$ cat src/rtl/multicycle_ctrl_if.sv
// Control bundle between the multicycle controller and its datapath/memory.
// The master side is the controller: it consumes the instruction register,
// memory acknowledge and ALU zero flag, and drives every control strobe.
interface multicycle_ctrl_if #(
  parameter int unsigned WIDTH = 32
);
  logic [WIDTH-1:0] instr_in;
  logic             mem_ready;
  logic             zero_in;
  logic             mem_req;
  logic             mem_we;
  logic             addr_sel;
  logic             ir_we;
  logic             pc_we;
  logic [1:0]       pc_src;
  logic [1:0]       alu_src_b;
  logic             alu_src_a;
  logic [1:0]       alu_op;
  logic             reg_we;
  logic [1:0]       wb_sel;
  logic [2:0]       state_o;
  logic             illegal_o;

  modport master (
    input  instr_in, mem_ready, zero_in,
    output mem_req, mem_we, addr_sel, ir_we, pc_we, pc_src,
           alu_src_b, alu_src_a, alu_op, reg_we, wb_sel, state_o, illegal_o
  );

  modport slave (
    output instr_in, mem_ready, zero_in,
    input  mem_req, mem_we, addr_sel, ir_we, pc_we, pc_src,
           alu_src_b, alu_src_a, alu_op, reg_we, wb_sel, state_o, illegal_o
  );
endinterface

$ cat src/rtl/multicycle_ctrl.sv
// Multicycle RISC-V style control FSM: FETCH -> DECODE -> EXEC -> [MEM] -> [WB].
// Decoding reads the external instruction register (instr_in), which is only
// valid after the FETCH acknowledge has loaded it, so FETCH never looks at it.
module multicycle_ctrl #(
  parameter int unsigned WIDTH = 32
) (
  input  logic            clk,
  input  logic            rst_n,
  multicycle_ctrl_if.master bus
);

  typedef enum logic [2:0] {
    FETCH  = 3'd0,
    DECODE = 3'd1,
    EXEC   = 3'd2,
    MEM    = 3'd3,
    WB     = 3'd4,
    TRAP   = 3'd5
  } state_t;

  localparam logic [6:0] OP_LOAD   = 7'b0000011;
  localparam logic [6:0] OP_IMM    = 7'b0010011;
  localparam logic [6:0] OP_STORE  = 7'b0100011;
  localparam logic [6:0] OP_RTYPE  = 7'b0110011;
  localparam logic [6:0] OP_BRANCH = 7'b1100011;
  localparam logic [6:0] OP_JAL    = 7'b1101111;

  state_t           r_state;
  state_t           w_next;
  logic             r_illegal;

  logic [WIDTH-1:0] w_instr;
  logic [6:0]       w_opcode;
  logic [2:0]       w_funct3;
  logic             w_unused;

  logic             w_is_load;
  logic             w_is_store;
  logic             w_is_imm;
  logic             w_is_rtype;
  logic             w_is_branch;
  logic             w_is_jal;
  logic             w_legal;

  logic             w_mem_req;
  logic             w_mem_we;
  logic             w_addr_sel;
  logic             w_ir_we;
  logic             w_pc_we;
  logic [1:0]       w_pc_src;
  logic [1:0]       w_alu_src_b;
  logic             w_alu_src_a;
  logic [1:0]       w_alu_op;
  logic             w_reg_we;
  logic [1:0]       w_wb_sel;
  logic             w_taken;

  assign w_instr  = bus.instr_in;
  assign w_opcode = w_instr[6:0];
  assign w_funct3 = w_instr[14:12];
  assign w_unused = &{1'b0, w_instr[WIDTH-1:15], w_instr[11:7]};

  assign w_is_load   = (w_opcode == OP_LOAD);
  assign w_is_store  = (w_opcode == OP_STORE);
  assign w_is_imm    = (w_opcode == OP_IMM);
  assign w_is_rtype  = (w_opcode == OP_RTYPE);
  assign w_is_branch = (w_opcode == OP_BRANCH);
  assign w_is_jal    = (w_opcode == OP_JAL);
  assign w_legal     = w_is_load | w_is_store | w_is_imm | w_is_rtype |
                       w_is_branch | w_is_jal;

  // State register and sticky illegal flag; reset returns to FETCH at once.
  always_ff @(posedge clk or negedge rst_n) begin
    if (!rst_n) begin
      r_state   <= FETCH;
      r_illegal <= 1'b0;
    end else begin
      r_state <= w_next;
      if (w_next == TRAP) begin
        r_illegal <= 1'b1;
      end
    end
  end

  // Next-state and control strobes; Mealy terms only on handshake/branch outcome.
  always_comb begin
    w_next      = r_state;
    w_mem_req   = 1'b0;
    w_mem_we    = 1'b0;
    w_addr_sel  = 1'b0;
    w_ir_we     = 1'b0;
    w_pc_we     = 1'b0;
    w_pc_src    = 2'd0;
    w_alu_src_b = 2'd0;
    w_alu_src_a = 1'b0;
    w_alu_op    = 2'd0;
    w_reg_we    = 1'b0;
    w_wb_sel    = 2'd0;
    w_taken     = 1'b0;

    unique case (r_state)
      FETCH: begin
        // Request is held off while reset is asserted, so a stray
        // mem_ready during reset can never complete a fetch.
        w_mem_req = rst_n;
        if (rst_n && bus.mem_ready) begin
          w_ir_we  = 1'b1;
          w_pc_we  = 1'b1;
          w_pc_src = 2'd0;
          w_next   = DECODE;
        end
      end

      DECODE: begin
        w_alu_src_a = 1'b0;
        w_alu_src_b = 2'd2;
        w_alu_op    = 2'd0;
        w_next      = w_legal ? EXEC : TRAP;
      end

      EXEC: begin
        if (w_is_load || w_is_store) begin
          w_alu_src_a = 1'b1;
          w_alu_src_b = 2'd2;
          w_alu_op    = 2'd0;
          w_next      = MEM;
        end else if (w_is_imm) begin
          w_alu_src_a = 1'b1;
          w_alu_src_b = 2'd2;
          w_alu_op    = 2'd2;
          w_next      = WB;
        end else if (w_is_rtype) begin
          w_alu_src_a = 1'b1;
          w_alu_src_b = 2'd0;
          w_alu_op    = 2'd2;
          w_next      = WB;
        end else if (w_is_branch) begin
          w_alu_src_a = 1'b1;
          w_alu_src_b = 2'd0;
          w_alu_op    = 2'd1;
          if (w_funct3 == 3'b000) begin
            w_taken = bus.zero_in;
            w_next  = FETCH;
          end else if (w_funct3 == 3'b001) begin
            w_taken = ~bus.zero_in;
            w_next  = FETCH;
          end else begin
            w_next  = TRAP;
          end
          if (w_taken) begin
            w_pc_we  = 1'b1;
            w_pc_src = 2'd1;
          end
        end else if (w_is_jal) begin
          w_pc_we  = 1'b1;
          w_pc_src = 2'd1;
          w_reg_we = 1'b1;
          w_wb_sel = 2'd2;
          w_next   = FETCH;
        end else begin
          w_next = TRAP;
        end
      end

      MEM: begin
        w_mem_req  = 1'b1;
        w_addr_sel = 1'b1;
        w_mem_we   = w_is_store;
        if (bus.mem_ready) begin
          w_next = w_is_store ? FETCH : WB;
        end
      end

      WB: begin
        w_reg_we = 1'b1;
        w_wb_sel = w_is_load ? 2'd1 : 2'd0;
        w_next   = FETCH;
      end

      TRAP: begin
        w_next = TRAP;
      end

      default: begin
        w_next = FETCH;
      end
    endcase
  end

  assign bus.mem_req   = w_mem_req;
  assign bus.mem_we    = w_mem_we;
  assign bus.addr_sel  = w_addr_sel;
  assign bus.ir_we     = w_ir_we;
  assign bus.pc_we     = w_pc_we;
  assign bus.pc_src    = w_pc_src;
  assign bus.alu_src_b = w_alu_src_b;
  assign bus.alu_src_a = w_alu_src_a;
  assign bus.alu_op    = w_alu_op;
  assign bus.reg_we    = w_reg_we;
  assign bus.wb_sel    = w_wb_sel;
  assign bus.state_o   = r_state;
  assign bus.illegal_o = r_illegal;

endmodule

$ cat src/flat_wrapper.sv
// flat-port wrapper written by rule: the top's interface ports become plain ports
module multicycle_ctrl_flat 
#(
  parameter int unsigned WIDTH = 32
)
  (clk, rst_n, bus_instr_in, bus_mem_ready, bus_zero_in, bus_mem_req, bus_mem_we, bus_addr_sel, bus_ir_we, bus_pc_we, bus_pc_src, bus_alu_src_b, bus_alu_src_a, bus_alu_op, bus_reg_we, bus_wb_sel, bus_state_o, bus_illegal_o);
  multicycle_ctrl_if #(.WIDTH(WIDTH)) bus_i ();
  input  logic clk;
  input  logic rst_n;
  input wire logic [$bits(bus_i.instr_in)-1:0] bus_instr_in;
  input wire logic [$bits(bus_i.mem_ready)-1:0] bus_mem_ready;
  input wire logic [$bits(bus_i.zero_in)-1:0] bus_zero_in;
  output wire logic [$bits(bus_i.mem_req)-1:0] bus_mem_req;
  output wire logic [$bits(bus_i.mem_we)-1:0] bus_mem_we;
  output wire logic [$bits(bus_i.addr_sel)-1:0] bus_addr_sel;
  output wire logic [$bits(bus_i.ir_we)-1:0] bus_ir_we;
  output wire logic [$bits(bus_i.pc_we)-1:0] bus_pc_we;
  output wire logic [$bits(bus_i.pc_src)-1:0] bus_pc_src;
  output wire logic [$bits(bus_i.alu_src_b)-1:0] bus_alu_src_b;
  output wire logic [$bits(bus_i.alu_src_a)-1:0] bus_alu_src_a;
  output wire logic [$bits(bus_i.alu_op)-1:0] bus_alu_op;
  output wire logic [$bits(bus_i.reg_we)-1:0] bus_reg_we;
  output wire logic [$bits(bus_i.wb_sel)-1:0] bus_wb_sel;
  output wire logic [$bits(bus_i.state_o)-1:0] bus_state_o;
  output wire logic [$bits(bus_i.illegal_o)-1:0] bus_illegal_o;
  assign bus_i.instr_in = bus_instr_in;
  assign bus_i.mem_ready = bus_mem_ready;
  assign bus_i.zero_in = bus_zero_in;
  assign bus_mem_req = bus_i.mem_req;
  assign bus_mem_we = bus_i.mem_we;
  assign bus_addr_sel = bus_i.addr_sel;
  assign bus_ir_we = bus_i.ir_we;
  assign bus_pc_we = bus_i.pc_we;
  assign bus_pc_src = bus_i.pc_src;
  assign bus_alu_src_b = bus_i.alu_src_b;
  assign bus_alu_src_a = bus_i.alu_src_a;
  assign bus_alu_op = bus_i.alu_op;
  assign bus_reg_we = bus_i.reg_we;
  assign bus_wb_sel = bus_i.wb_sel;
  assign bus_state_o = bus_i.state_o;
  assign bus_illegal_o = bus_i.illegal_o;
  multicycle_ctrl #(.WIDTH(WIDTH)) u_core (.clk(clk), .rst_n(rst_n), .bus(bus_i));
endmodule
$ cat config.mk
export PLATFORM = sky130hd
export DESIGN_NAME = multicycle_ctrl_flat
export DESIGN_NICKNAME = d
export VERILOG_FILES = /design/src/rtl/multicycle_ctrl_if.sv /design/src/rtl/multicycle_ctrl.sv /design/src/flat_wrapper.sv
export SDC_FILE = /design/constraint.sdc
export NUM_CORES = 1
export LEC_CHECK = 0
export ABC_CLOCK_PERIOD_IN_PS = 2000
export BUFFER_PORTS_ARGS = -buffer_cell sky130_fd_sc_hd__buf_4
export CORE_UTILIZATION = 31
export DETAILED_ROUTE_END_ITERATION = 12
export GPL_TIMING_DRIVEN = 1
export PLACE_DENSITY = 0.86
export SYNTH_ARGS = -nofsm -noshare
export SYNTH_HDL_FRONTEND = slang
export SYNTH_SLANG_ARGS = --single-unit
$ cat constraint.sdc
create_clock -name clk -period 2 [get_ports clk]
set_input_delay 0.1 -clock clk [delete_from_list [all_inputs] [get_ports clk]]
set_output_delay 0.1 -clock clk [all_outputs]
set_load 0.02 [all_outputs]
Yosys cells after proc, flatten, opt, wreduce, memory -nomap -nowiden:

Cells that the tools add are included.

* logic and storage cells: 88
* memories: 0
* ROM bits: 0
* bits in registers: 4
* input port bits: 36
* RAM bits: 0
* bits in latches: 0

* eq/ne operators: 13
* reduce and logical (&&, ||, !) cells: 4
* muxes and demuxes: 63
* magnitude comparators: 0
* $mul: 0
* bitwise gates (word level): 6
* add/subtract/negate cells: 0
* div/mod/pow operators: 0
* shifts and indexed selects: 0

Operators with widths (count)
* $mux W3: 11
* $mux W2: 16
* $mux W1: 30
* $pmux W3 S5: 1
* $eq A7 B6 Y1 const B: 2
* $eq A7 B7 Y1 const B: 2
* $eq A3 B3 Y1 const B: 3
* $pmux W2 S2: 2
* $eq A7 B2 Y1 const B: 1
* $eq A7 B5 Y1 const B: 1
* $eq A3 B1 Y1 const B: 2
* $eq A3 B2 Y1 const B: 2
* $logic_not A3 Y1: 2
* $pmux W1 S2: 3
* $or A1 B1 Y1: 5
* $logic_and A1 B1 Y1: 1
* $logic_or A1 B1 Y1: 1
* $not A1 Y1: 1

Logic depth before layout (Yosys ltp):

* depth after elaboration: 14
* gate-level depth with buffers: 6

Worst setup path after synthesis:

OpenSTA, ideal clock, no wires.

* path kind: register to output
* start point: reg u_core.r_state[1] (netlist: u_core.bus.state_o[1])
* end point: out bus_pc_we
* path slack: 0.302 ns
* stages on the path, launching flop included: 5
* arrival: 1.598 ns
* buffers on the path: 0
* required time: 1.900 ns
* cells stage by stage: dfrtp_1 > nor2b_1 > nand3_1 > a21oi_1 > or2_1

* longest elaborated chain between the ends: 2
* elaborated cells between the ends (all ways): 3

RTL lines
* from (decl): RTL line multicycle_ctrl.sv:28 `state_t r_state;`
* from (signal assigned): RTL line multicycle_ctrl.sv:78 `r_state <= w_next;`
* $eq A3 B2 Y1 / $logic_not A3 Y1 (equally long branches): RTL line multicycle_ctrl.sv:101 `unique case (r_state)`
* $pmux W1 S2 *: RTL line multicycle_ctrl.sv:101
* to (decl): RTL line flat_wrapper.sv:17 `output wire logic [$bits(bus_i.pc_we)-1:0] bus_pc_we;`

Every way passes the cells marked *; elsewhere a longest branch is shown, timed or not.

Worst setup path after layout:

Ends and elaborated chain as after synthesis.

==> impl_metrics.py <==
metrics = {
    "outcome": {
        "status": "complete, no violations",
    },
    "worst_setup_path": {
        "path_cells": "nor2b_1, nand3_1, a21oi_1, or2_1, buf_4",
        "timing.rr.start": "u_core.bus.state_o[2]",
        "critPathMaxStageDelay_ns": 0.44,
        "crit_path_max_fanout": 7,
        "cp-end-kind": "output port",
        "worstPathRequired_ns": 1.90,
        "cp_slowest_cell": "dfrtp_1",
        "start_kind": "register",
        "r2r-end": "u_core.bus.illegal_o",
        "crit_arrival_ns": 1.66,
        "ff2ff_setup_slack_ns": 0.44,
        "rr_worst_depth": 4,
        "crit_type": "register to output port",
    },
    "finish": {
        "drive_above_1_share": 0.3617,
        "nNetsFinal": 132,
        "final_cell_mix": "buf_4, nand2_1, nor2_1, a21oi_1",
        "antennaDiodeCount": 0,
        "final_common_cell": "buf_4",
        "synthToLayoutAreaGrowth_pct": 56.04,
        "final_cell_area_um2": 710.7,
    },
    "pwr": {
        "p_switching_w": 0.0002397,
        "clkPwrFrac": 0.181,
        "irDropWorstVdd_uv": 404.9,
        "pwr-share-seq": 0.278,
        "intPower_w": 0.0002932,
        "switching_share": 0.4498,
        "p_per_area_nw_per_um2": 749.8,
        "power.total_w": 0.0005329,
        "combPwrFrac": 0.541,
        "power_leakage_nw": 0.3353,
    },
    "clocking": {
        "cts_buffers": 3,
        "post_cts_buffers": 0,
        "tritoncts": "done",
        "worstSkewPairLatency_ns": 0.23,
        "cts_max_level": 1,
        "clkSinkCount": 4,
        "clockRootBuffer": "clkbuf_4",
        "clk_pin_slew_ns": 0.04,
        "ctsHoldBuffers": 1,
        "clk_path_buf_depth": 2,
        "cts_resized": 0,
    },
    "synthesis": {
        "synthCells": 63,
        "synthMuxAreaShare": 0,
        "ys_ff_latch": 4,
        "netlist_area_um2": 455.4,
        "syn_area_per_cell_um2": 7.229,
        "ys_seq_area_frac": 0.2198,
        "synth_simple_gate_area_frac": 0.4423,
        "yosys_warnings": 0,
        "synth-adder-area-share": 0,
        "synthXorXnorAreaFrac": 0.01923,
        "synth_top_family_by_area": "simple AND/OR/NAND/NOR gates",
        "synth_compound_area_frac": 0.2390,
        "ys_types": 29,
    },
    "drt": {
        "wire_per_inst_um": 12.04,
        "finalWirelength_um": 1312,
        "drc": 0,
        "drt_pass1_iterations": 4,
        "drt_iter0_markers": 8,
        "vias": 584,
        "drtAntennaViolNets": 0,
        "via_per_inst": 5.358,
    },
    "timing": {
        "rsz0062_at_grt": "no",
        "fin_crit_ns": 1.755,
        "setup_ws_ns": 0.2450,
        "fin_tns_setup_ns": 0,
        "setup_viol": 0,
        "max_freq_mhz": 569.8,
        "slew_violations": 0,
        "hold_viol": 0,
        "finalClockSkew_ns": 0.0007853,
        "post-route-period-util": 0.8775,
    },
    "run": {
        "max_cap_viol_count": 0,
    },
    "floorplan": {
        "core_area_um2": 1334,
        "die_height_um": 40.33,
        "row_count": 13,
        "io_pins": 55,
        "die_w_um": 40.33,
        "die-area_um2": 1627,
        "initial_core_util": 0.3415,
    },
    "place": {
        "dp_hpwl_um": 1052,
        "gp_congestion": 0.8514,
        "place_area_um2": 678.2,
        "dpl_worst_slack_ns": 0.2205,
        "io_buffers": 30,
    },
    "grt": {
        "track_usage": 0.1929,
        "antenna_found_initial": 0,
        "grt_first_pass_wirelength_um": 2111,
        "grt_max_degree": 10,
        "grt_pass1_vias": 503,
        "grt_overflow": 0,
    },
    "worst_hold_path": {
        "min_path_type": "primary input to asynchronous set/reset pin",
    },
}
## stage by stage
step	hold WS, ns	util	instances
2_1_floorplan	-0.1956	-	64
4_1_cts	0.2121	0.5328	109
3_5_place_dp	-0.09511	0.5084	105
5_1_grt	0.2180	0.5328	109
6_report	0.2144	0.5328	109
3_3_place_gp	-0.09769	0.5084	105
## layout make-up
| class | instances | area [um^2] |
|---|---|---|
| Clock buffer | 3 | 22.52 |
| Fill cell | 141 | 623.1 |
| Inverter | 2 | 7.507 |
| Multi-Input combinational cell | 54 | 326.6 |
| Sequential cell | 4 | 100.1 |
| Tap cell | 15 | 18.77 |
| Timing Repair Buffer | 31 | 235.2 |
## routing by layer
metal	vias up	track usage	wire, um
met5	-	0	0
met4	0	0.02500	0
met3	0	0.05000	81
met2	27	0.3413	660
met1	265	0.2373	570
li1	292	-	-
## worst max-delay path by stage
stage	start	endpoint	cells past startpoint
6_report	u_core.bus.state_o[1]	bus_pc_we	5
5_1_grt	u_core.bus.state_o[1]	bus_pc_we	5
4_1_cts	u_core.bus.state_o[1]	bus_alu_src_a	4
3_5_place_dp	bus_instr_in[3]	u_core.bus.illegal_o	5
3_3_place_gp	bus_instr_in[3]	u_core.bus.illegal_o	5
2_1_floorplan	u_core.bus.state_o[1]	bus_pc_we	4
## critical path, delay by kind of cell (launching register included)
kind | cells | cell delay (ns)
AOI/OAI and AO/OA | 1 | 0.18
buffers and inverters | 1 | 0.13
DFF | 1 | 0.44
and+or+nand+nor | 3 | 0.68
## Yosys cell counts
cell type / count / area, um^2
nand2_1: 8 / 30.03
a21oi_1: 6 / 30.03
nor2_1: 6 / 22.52
dfrtp_1: 4 / 100.1
nand2b_1: 4 / 25.02
a211oi_1: 3 / 22.52
and4b_1: 3 / 30.03
and2_1: 2 / 12.51
buf_2: 2 / 10.01
buf_4: 2 / 15.01
inv_1: 2 / 7.510
nand3_1: 2 / 10.01
nand4_1: 2 / 12.51
nor3_1: 2 / 10.01
a2111o_1: 1 / 11.26
a21o_1: 1 / 7.510
a221oi_1: 1 / 8.760
conb_1: 1 / 3.750
nand4bb_1: 1 / 11.26
nor2b_1: 1 / 6.260
o21ai_0: 1 / 5.000
o21bai_1: 1 / 7.510
o31ai_1: 1 / 7.510
o41ai_1: 1 / 8.760
or2_1: 1 / 6.260
or3_1: 1 / 6.260
or3b_4: 1 / 11.26
or4_1: 1 / 7.510
xnor2_1: 1 / 8.760
## logic make-up (layout without fill, tap and decap cells)
family | after synthesis | after routing
buffers and inverters | 6 | 36
and+or+nand+nor | 35 | 35
other | 1 | 2
DFF | 4 | 4
AOI/OAI and AO/OA | 16 | 16
xor gates and xnor gates | 1 | 1
## power by group through the flow
| stage | registers [W] | clock network (W) | logic (W) |
|---|---|---|---|
| finish | 0.000148 | 0.0000964 | 0.000288 |
| global route | 0.000155 | 0.000106 | 0.000319 |
| CTS | 0.000147 | 0.0000996 | 0.000289 |
| detailed placement | 0.000149 | 0 | 0.000287 |
| global placement | 0.000145 | 0 | 0.000282 |
| floorplan | 0.000162 | 0 | 0.000143 |
## sequential cells by signal, summed over array words and instances (netlist names)
register,flops
u_core.bus.illegal_o,1
u_core.bus.state_o,3
Power figures use the tool's default switching activity.
